**src/rtl/controlador_divisor_pkg.sv**
```systemverilog
// Shared types and constants for the clock-enable scheduler.
// Holds the configuration FSM encoding, the channel-index width and the "disabled" divisor value.
package controlador_divisor_pkg;

    typedef enum logic {
        LIVRE    = 1'b0,
        PENDENTE = 1'b1
    } estado_t;

    localparam int LARG_CANAL    = 2;
    localparam int DIV_DESLIGADO = 0;

endpackage

```
**src/rtl/controlador_divisor_if.sv**
```systemverilog
// Configuration handshake bundle: the requester drives valid/canal/div and the scheduler answers ready.
interface controlador_divisor_if #(
    parameter int LARG_DIV = 8
);
    import controlador_divisor_pkg::*;

    logic                  cfg_valid;
    logic                  cfg_ready;
    logic [LARG_CANAL-1:0] cfg_canal;
    logic [LARG_DIV-1:0]   cfg_div;

    modport master (output cfg_valid, cfg_canal, cfg_div, input cfg_ready);
    modport slave  (input cfg_valid, cfg_canal, cfg_div, output cfg_ready);

endinterface

```
**src/rtl/canal_divisor.sv**
```systemverilog
// One output channel: divides the shared base tick by its own divisor and emits a tick pulse and square wave.
// fronteira_o marks the edge on which a new divisor may be loaded without truncating a period.
module canal_divisor
    import controlador_divisor_pkg::*;
#(
    parameter int LARG_DIV = 8
) (
    input  logic                clk,
    input  logic                reset,
    input  logic                base_tick_i,
    input  logic                aplicar_i,
    input  logic [LARG_DIV-1:0] novo_div_i,
    output logic                tick_o,
    output logic                onda_o,
    output logic                fronteira_o
);

    logic [LARG_DIV-1:0] div_q;
    logic [LARG_DIV-1:0] cnt_q;
    logic                tick_q;
    logic                onda_q;
    logic                ligado;
    logic                wrap;

    assign ligado      = (div_q != LARG_DIV'(DIV_DESLIGADO));
    assign wrap        = base_tick_i && ligado && (cnt_q == div_q - LARG_DIV'(1));
    // A disabled channel has no period, so any base tick is a safe place to load it.
    assign fronteira_o = wrap || (base_tick_i && !ligado);

    always_ff @(posedge clk or negedge reset) begin
        if (!reset) begin
            div_q  <= '0;
            cnt_q  <= '0;
            tick_q <= 1'b0;
            onda_q <= 1'b0;
        end else begin
            tick_q <= wrap;
            if (wrap)
                onda_q <= ~onda_q;
            if (aplicar_i) begin
                div_q <= novo_div_i;
                cnt_q <= '0;
            end else if (wrap) begin
                cnt_q <= '0;
            end else if (base_tick_i && ligado) begin
                cnt_q <= cnt_q + LARG_DIV'(1);
            end
        end
    end

    assign tick_o = tick_q;
    assign onda_o = onda_q;

endmodule

```
**src/rtl/controlador_divisor.sv**
```systemverilog
// Shared prescaler feeding N_CANAIS channel dividers, plus the configuration FSM that
// defers each divisor write to the target channel's period boundary.
module controlador_divisor
    import controlador_divisor_pkg::*;
#(
    parameter int PRESCALE = 5,
    parameter int N_CANAIS = 3,
    parameter int LARG_DIV = 8
) (
    input  logic                  clk,
    input  logic                  reset,
    input  logic                  enable_i,
    controlador_divisor_if.slave  cfg_if,
    output logic [N_CANAIS-1:0]   tick_o,
    output logic [N_CANAIS-1:0]   onda_o,
    output logic                  ocupado_o
);

    localparam int LARG_PRE = (PRESCALE > 2) ? $clog2(PRESCALE) : 1;

    logic [LARG_PRE-1:0]   pre_q;
    logic                  base_tick;

    estado_t               estado_q, estado_d;
    logic [LARG_CANAL-1:0] canal_q, canal_d;
    logic [LARG_DIV-1:0]   div_q, div_d;
    logic [N_CANAIS-1:0]   aplicar;
    logic [N_CANAIS-1:0]   fronteira;
    logic                  canal_valido;

    assign base_tick = enable_i && (pre_q == LARG_PRE'(PRESCALE - 1));

    always_ff @(posedge clk or negedge reset) begin
        if (!reset)
            pre_q <= '0;
        else if (enable_i)
            pre_q <= base_tick ? '0 : pre_q + LARG_PRE'(1);
    end

    // Out-of-range channel indices are consumed and dropped without leaving LIVRE.
    assign canal_valido = ({1'b0, cfg_if.cfg_canal} < (LARG_CANAL + 1)'(N_CANAIS));

    always_ff @(posedge clk or negedge reset) begin
        if (!reset) begin
            estado_q <= LIVRE;
            canal_q  <= '0;
            div_q    <= '0;
        end else begin
            estado_q <= estado_d;
            canal_q  <= canal_d;
            div_q    <= div_d;
        end
    end

    always_comb begin
        estado_d = estado_q;
        canal_d  = canal_q;
        div_d    = div_q;
        aplicar  = '0;
        case (estado_q)
            LIVRE: begin
                if (cfg_if.cfg_valid && canal_valido) begin
                    estado_d = PENDENTE;
                    canal_d  = cfg_if.cfg_canal;
                    div_d    = cfg_if.cfg_div;
                end
            end
            PENDENTE: begin
                for (int i = 0; i < N_CANAIS; i++) begin
                    if (canal_q == LARG_CANAL'(i) && fronteira[i]) begin
                        aplicar[i] = 1'b1;
                        estado_d   = LIVRE;
                    end
                end
            end
            default: estado_d = LIVRE;
        endcase
    end

    assign cfg_if.cfg_ready = (estado_q == LIVRE);
    assign ocupado_o        = (estado_q == PENDENTE);

    canal_divisor #(
        .LARG_DIV (LARG_DIV)
    ) u_canal [N_CANAIS-1:0] (
        .clk         (clk),
        .reset       (reset),
        .base_tick_i (base_tick),
        .aplicar_i   (aplicar),
        .novo_div_i  (div_q),
        .tick_o      (tick_o),
        .onda_o      (onda_o),
        .fronteira_o (fronteira)
    );

endmodule

```
**src/flat_wrapper.sv**
```systemverilog
// flat-port wrapper written by rule: the top's interface ports become plain ports
module controlador_divisor_flat import controlador_divisor_pkg::*;
#(
    parameter int PRESCALE = 5,
    parameter int N_CANAIS = 3,
    parameter int LARG_DIV = 8
)
  (clk, reset, enable_i, tick_o, onda_o, ocupado_o, cfg_if_cfg_valid, cfg_if_cfg_canal, cfg_if_cfg_div, cfg_if_cfg_ready);
  controlador_divisor_if #(.LARG_DIV(LARG_DIV)) cfg_if_i ();
  input  logic clk;
  input  logic reset;
  input  logic enable_i;
  output logic [N_CANAIS-1:0] tick_o;
  output logic [N_CANAIS-1:0] onda_o;
  output logic ocupado_o;
  input wire logic [$bits(cfg_if_i.cfg_valid)-1:0] cfg_if_cfg_valid;
  input wire logic [$bits(cfg_if_i.cfg_canal)-1:0] cfg_if_cfg_canal;
  input wire logic [$bits(cfg_if_i.cfg_div)-1:0] cfg_if_cfg_div;
  output wire logic [$bits(cfg_if_i.cfg_ready)-1:0] cfg_if_cfg_ready;
  assign cfg_if_i.cfg_valid = cfg_if_cfg_valid;
  assign cfg_if_i.cfg_canal = cfg_if_cfg_canal;
  assign cfg_if_i.cfg_div = cfg_if_cfg_div;
  assign cfg_if_cfg_ready = cfg_if_i.cfg_ready;
  controlador_divisor #(.PRESCALE(PRESCALE), .N_CANAIS(N_CANAIS), .LARG_DIV(LARG_DIV)) u_core (.clk(clk), .reset(reset), .enable_i(enable_i), .cfg_if(cfg_if_i), .tick_o(tick_o), .onda_o(onda_o), .ocupado_o(ocupado_o));
endmodule
```
**config.mk**
```make
export PLATFORM = sky130hd
export DESIGN_NAME = controlador_divisor_flat
export DESIGN_NICKNAME = d
export VERILOG_FILES = /design/src/rtl/controlador_divisor_pkg.sv /design/src/rtl/controlador_divisor_if.sv /design/src/rtl/canal_divisor.sv /design/src/rtl/controlador_divisor.sv /design/src/flat_wrapper.sv
export SDC_FILE = /design/constraint.sdc
export NUM_CORES = 1
export LEC_CHECK = 0
export BUFFER_PORTS_ARGS = -buffer_cell sky130_fd_sc_hd__buf_2
export CAP_MARGIN = 20
export CORE_MARGIN = 2
export CORE_UTILIZATION = 52
export CTS_BUF_LIST = sky130_fd_sc_hd__clkbuf_4
export CTS_CLUSTER_SIZE = 10
export DETAILED_ROUTE_END_ITERATION = 16
export HOLD_SLACK_MARGIN = 0.12
export PLACE_DENSITY_LB_ADDON = 0.3
export SYNTH_ARGS = -nofsm -noshare
export SYNTH_HDL_FRONTEND = slang
export SYNTH_SLANG_ARGS = --single-unit
```
**constraint.sdc**
```tcl
create_clock -name clk -period 6.7 [get_ports clk]
set_input_delay 1.34 -clock clk [delete_from_list [all_inputs] [get_ports clk]]
set_output_delay 1.34 -clock clk [all_outputs]
set_load 0.1 [all_outputs]
```
== Word level (Yosys, flattened, before mapping) ==
Cells that the tools add are included.
W data, S select, Z words.

* Bits in registers: 68
* Bits of input ports: 14
* Output and inout port bits: 8

* Add/subtract/negate cells: 7
* Magnitude comparators: 1
* Equal/unequal tests: 6
* Mux-type cells: 19
* Bitwise gates (word level): 4
* Reduce and logical (&&, ||, !) cells: 28

{| class="wikitable"
|+ Operator list
! cell !! number
|-
| $mux W8 || 9
|-
| $add A8 B1 Y8 const B || 3
|-
| $eq A8 B8 Y1 || 3
|-
| $reduce_bool A8 Y1 || 3
|-
| $sub A8 B1 Y8 const B || 3
|-
| $logic_and A1 B1 Y1 || 14
|-
| $reduce_bool A3 Y1 || 3
|-
| $mux W1 || 7
|-
| $mux W3 || 2
|-
| $not A1 Y1 || 4
|-
| $add A3 B1 Y3 const B || 1
|-
| $eq A3 B3 Y1 const B || 1
|-
| $logic_not A1 Y1 || 3
|-
| $logic_or A1 B1 Y1 || 3
|-
| $eq A2 B1 Y1 const B || 1
|-
| $eq A2 B2 Y1 const B || 1
|-
| $logic_not A2 Y1 || 1
|-
| $lt A2 B2 Y1 const B || 1
|-
| $pmux W1 S2 || 1
|-
| $reduce_and A2 Y1 || 1
|}

== Logic depth before layout (Yosys ltp) ==
* Word-level depth: 10
* Mapped depth: 11

== By module ==
A second synthesis with hierarchy kept.

* Cell total of the unflattened synthesis: 357
* Area, all modules: 3817.4 µm²

{| class="wikitable"
|+ Modules (own cells, without submodules)
! module !! instances !! cells an instance !! area an instance (µm²) !! seq. area each (µm²)
|-
| canal_divisor || 3 || 101 || 1048.5 || 450.4
|-
| controlador_divisor || 1 || 54 || 671.9 || 350.3
|}

== Least setup slack after synthesis ==
OpenSTA, ideal clock, no wires.

* Kind: reg2reg
* From: reg u_core.estado_q, in the netlist u_core.ocupado_o
* To: reg u_core.u_canal[1].div_q[0]
* Arrival time: 2900 ps
* Data required time: 6575 ps
* Setup slack: 3676 ps
* Stages on the path, launching flop included: 6
* Period minus slack after synthesis: 3024 ps
* Cell sequence: dfrtp_1 > inv_1 > or3_1 > clkbuf_1 > a21oi_4 > mux2_2

* Longest elaborated chain between the ends: 1

{| class="wikitable"
|+ RTL lines
! element !! line !! text
|-
| from (decl) || controlador_divisor.sv:24 || <nowiki>estado_t estado_q, estado_d;</nowiki>
|-
| from (signal assigned) || controlador_divisor.sv:49 || <nowiki>estado_q <= estado_d;</nowiki>
|-
| $mux W3 || controlador_divisor.sv:60 || <nowiki>case (estado_q)</nowiki>
|-
| to (signal assigned) || canal_divisor.sv:41 || <nowiki>div_q <= novo_div_i;</nowiki>
|-
| to (decl) || canal_divisor.sv:18 || <nowiki>logic [LARG_DIV-1:0] div_q;</nowiki>
|}

No other way between the ends.
A chain may end at the register's enable or synchronous reset.

== Worst setup path after layout ==
* From: in enable_i
* To: reg u_core.u_canal[1].div_q[1]

* Longest elaborated chain between the ends: 7

{| class="wikitable"
|+ RTL lines
! element !! line !! text
|-
| from (decl) || flat_wrapper.sv:12 || <nowiki>input logic enable_i;</nowiki>
|-
| $logic_and A1 B1 Y1 (*) || controlador_divisor.sv:31 || <nowiki>assign base_tick = enable_i && (pre_q == LARG_PRE'(PRESCALE - 1));</nowiki>
|-
| $logic_and A1 B1 Y1 (2 in series) || canal_divisor.sv:26 || <nowiki>assign wrap = base_tick_i && ligado && (cnt_q == div_q - LARG_DIV'(1));</nowiki>
|-
| $logic_or A1 B1 Y1 (*) || canal_divisor.sv:28 || <nowiki>assign fronteira_o = wrap || (base_tick_i && !ligado);</nowiki>
|-
| $logic_and A1 B1 Y1 (*) || controlador_divisor.sv:70 || <nowiki>if (canal_q == LARG_CANAL'(i) && fronteira[i]) begin</nowiki>
|-
| $mux W1 (*) || controlador_divisor.sv:70 ||
|-
| $mux W3 (*) || controlador_divisor.sv:60 ||
|}

Mark *: on every way between the ends. The rest lies on a longest branch, timed or not.

==> flow_summary.toml <==
[timing]
clock_skew_ns = 0.0131
fmaxAchievable_mhz = 336
report.final.setup_viol = 0
worst_pin_slew_ns = 0.978
hold_viol = 0
setup_ws_ns = 3.73
final.min_clock_period_ns = 2.97
setup_tns_ns = 0
rsz0062_at_grt = "false"
period_share_pct = 44.4
maxSlewViolCount = 0
slew_headroom_pct = 34.2

[worst_setup_path]
r2r_cells = 9
crit_chain = "buf_2 > and3_1 > nand2_1 > nor3_1 > nand3_1 > a21oi_4 > mux2_2"
reg2reg_slack_ns = 3.96
reg2reg_to = "u_core.u_canal[0].div_q[7]$_DFFE_PN0N_"
required_ns = 7.02
critPathCaptureType = "flip-flop"
worstSetupPathType = "input port to flip-flop"
cp-start-kind = "input port"
crit_path_top_delay_cell = "mux2_2"
crit_fanout = 10
critPathBufInv = 1
rr_startpoint = "u_core.u_canal[0].div_q[0]$_DFFE_PN0N_"
arrival_ns = 3.30
cp_top_family = "simple AND/OR/NAND/NOR gates"
worst_path_largest_cell_delay_ns = 0.37

[clock_tree]
path_clk_slew_ns = 0.13
cts_tree = "done"
numClockSinks = 68
post-cts-setup-buffer-count = 0
cts_resized = 0
root_buffer = "clkbuf_4"
cts_hold_repair.buffers = 0
htreeDepth = 3
clock_path_buffers = 2
clkLatencyLatePin_ns = 0.42
cts_buffers = 9

[global_routing]
grt_use_total_pct = 21.8
grt_max_degree = 69
gr-total-overflow = 0
grt_pass1_vias = 2855
grt_pass1_wl_mm = 14.2
antenna_found_initial = 0

[die]
core_area_mm2 = 0.00725
initial_core_util_pct = 54.0
fp.dieH_um = 90.8
die_w_um = 90.8
ioPinCount = 22
die-area_mm2 = 0.00824
rows = 31

[outcome]
outcome = "complete, no violations"

[detailed_routing]
drtIter0Drc = 210
wl_per_cell_um = 16.5
routed_wl_mm = 8.38
drt_first_pass_iters = 4
postRouteAntennaNets = 0
vias = 2915
drc = 0
viasPerCell = 5.74

[layout]
final_nets = 429
diodes = 0
stdcell_count = 508
syn_to_final_growth_pct = 7.73
drive_above_1_share_pct = 17.4
utilization_pct = 58.2

[placed_design]
pre_cts_slack_ns = 3.31
gp_congestion = 0.868
place_inst = 492
dpl.hpwl_mm = 6.07
io_buffers = 21

[synth]
avgSynthCellArea_um2 = 10.2
ys_types = 54
netlist_instances = 385
synth-edff-count = 0
async_reset_ff_share_pct = 100
syn_area_mm2 = 0.00392
syn_nets = 410
ys_seq_area_share_pct = 43.5
dominantRegCellSynth = "dfrtp_1"
synth-seq-cells = 68
ys_warn_count = 0

[power]
pwr_density_cell_mw_per_mm2 = 407
peakVddDrop_mv = 0.304
finalPower_w = 0.00172
leakagePower_nw = 1.94

[min_path]
min_path_cells = 1
hp-class = "flip-flop to flip-flop"
min_to = "u_core.u_canal[2].onda_o$_DFFE_PN0P_"
hp-start = "u_core.u_canal[2].onda_o$_DFFE_PN0P_"

[flow_run]
maxCapViolations = 0
[cell usage in the layout, fill, tap and decap left out, types with 2 or more instances in the layout]
| cell type | synthesis | final |
|---|---|---|
| a21boi_0 | 2 | 2 |
| a21oi_1 | 7 | 7 |
| a221oi_1 | 2 | 2 |
| a22o_1 | 6 | 6 |
| a31o_2 | 2 | 2 |
| a31oi_1 | 6 | 6 |
| a32o_1 | 7 | 7 |
| and2_1 | 2 | 2 |
| and3_1 | 3 | 3 |
| and4_1 | 2 | 2 |
| buf_2 | 1 | 21 |
| clkbuf_4 | 0 | 9 |
| clkinv_2 | 0 | 2 |
| clkinv_4 | 0 | 3 |
| dfrtp_1 | 68 | 68 |
| ha_1 | 11 | 11 |
| inv_1 | 13 | 13 |
| mux2_2 | 12 | 12 |
| mux2_4 | 8 | 8 |
| nand2_1 | 25 | 25 |
| nand2b_1 | 9 | 9 |
| nand3_1 | 17 | 17 |
| nand3b_1 | 3 | 3 |
| nand4_1 | 11 | 11 |
| nor2_1 | 37 | 37 |
| nor2b_1 | 3 | 3 |
| nor3_1 | 14 | 14 |
| nor4_1 | 3 | 3 |
| o21ai_0 | 16 | 16 |
| o21ai_2 | 2 | 2 |
| or3_1 | 11 | 11 |
| xnor2_1 | 22 | 22 |
| xor2_1 | 26 | 26 |
[Yosys cell counts, drive strengths merged (9+ instances only)]
| master | number | area, um^2 |
|---|---|---|
| nand4 | 11 | 68.8 |
| xnor2 | 22 | 193 |
| mux2 | 20 | 255 |
| nor2 | 37 | 139 |
| ha | 11 | 138 |
| o21ai | 20 | 119 |
| nor3 | 14 | 70.1 |
| nand3 | 17 | 85.1 |
| xor2 | 26 | 228 |
| inv | 14 | 55.1 |
| nand2b | 9 | 56.3 |
| or3 | 11 | 68.8 |
| nand2 | 25 | 93.8 |
| dfrtp | 68 | 1700 |
[final cells by class]
| class | instances | area, um^2 |
|---|---|---|
| repair buffers | 22 | 113 |
| well taps | 99 | 124 |
| inverters | 14 | 55.1 |
| fillers | 637 | 3040 |
| multi-input cells | 289 | 2080 |
| flip-flops and latches | 68 | 1700 |
| clock buffers | 9 | 67.6 |
| clock inverters | 7 | 75.1 |
[logic make-up after synthesis]
family          Yosys count  share of synthesized area [%]
simple gates            149                           20.4
mux                      20                           6.52
compound gates           61                           12.0
fa+ha+maj                11                           3.52
buf+inv                  28                           3.36
flops                    68                           43.5
xor+xnor                 48                           10.7
[per-stage QoR]
step,cell area (um^2),hold slack [ns]
6_report,4220,0.474
5_1_grt,4220,0.501
4_1_cts,4220,0.479
3_5_place_dp,4080,0.459
3_3_place_gp,4080,0.458
2_1_floorplan,3920,0.448
[how the worst max path moves through the flow]
stage,start,endpoint,slack (ns),cells past startpoint
after global routing,enable_i,u_core.u_canal[1].div_q[1]$_DFFE_PN0N_,3.60,7
after global placement,enable_i,u_core.u_canal[1].div_q[6]$_DFFE_PN0N_,3.40,7
after detailed placement,enable_i,u_core.u_canal[1].div_q[6]$_DFFE_PN0N_,3.31,7
after CTS,enable_i,u_core.u_canal[1].div_q[6]$_DFFE_PN0N_,3.77,7
after floorplan,u_core.ocupado_o$_DFF_PN0_,u_core.u_canal[1].div_q[0]$_DFFE_PN0N_,3.68,5
final,enable_i,u_core.u_canal[1].div_q[1]$_DFFE_PN0N_,3.73,7
[flip-flops by register name, indices dropped and copies added, names as in the netlist]
signal and flops:
u_core.u_canal.onda_o 3, u_core.ocupado_o 1, u_core.canal_q 2, u_core.u_canal.tick_o 3, u_core.u_canal.div_q 24, u_core.u_canal.cnt_q 24
u_core.div_q 8, u_core.pre_q 3
[power breakdown]
| group | leakage [nW] | switching, W | internal (W) |
|---|---|---|---|
| Combinational | 0.957 | 0.000409 | 0.000333 |
| Clock | 0.0802 | 0.000166 | 0.000116 |
| Sequential | 0.906 | 0.000177 | 0.000516 |
| Total | 1.94 | 0.000751 | 0.000965 |
[layer usage]
metal  vias up  wire (um)  GRT usage, %  part of all wire [%]
li1       1418          -             -                     -
met1      1417       3810          29.6                    45
met2        61       4010          34.2                    48
met3        19        340          4.34                   4.1
met4         0        224          9.47                   2.7
met5         -          0             0                     0
[worst register-to-register path: cells and delay by family (launching register included)]
kind | cells | cell delay (ns)
AO/OA/AOI/OAI | 3 | 0.76
multiplexers | 1 | 0.35
AND/OR/NAND/NOR | 2 | 0.75
buffers and inverters | 2 | 0.17
flip-flops | 1 | 0.46
adder cells (fa/ha/maj) | 1 | 0.14
Note: power is estimated with default switching activity, not from simulation.
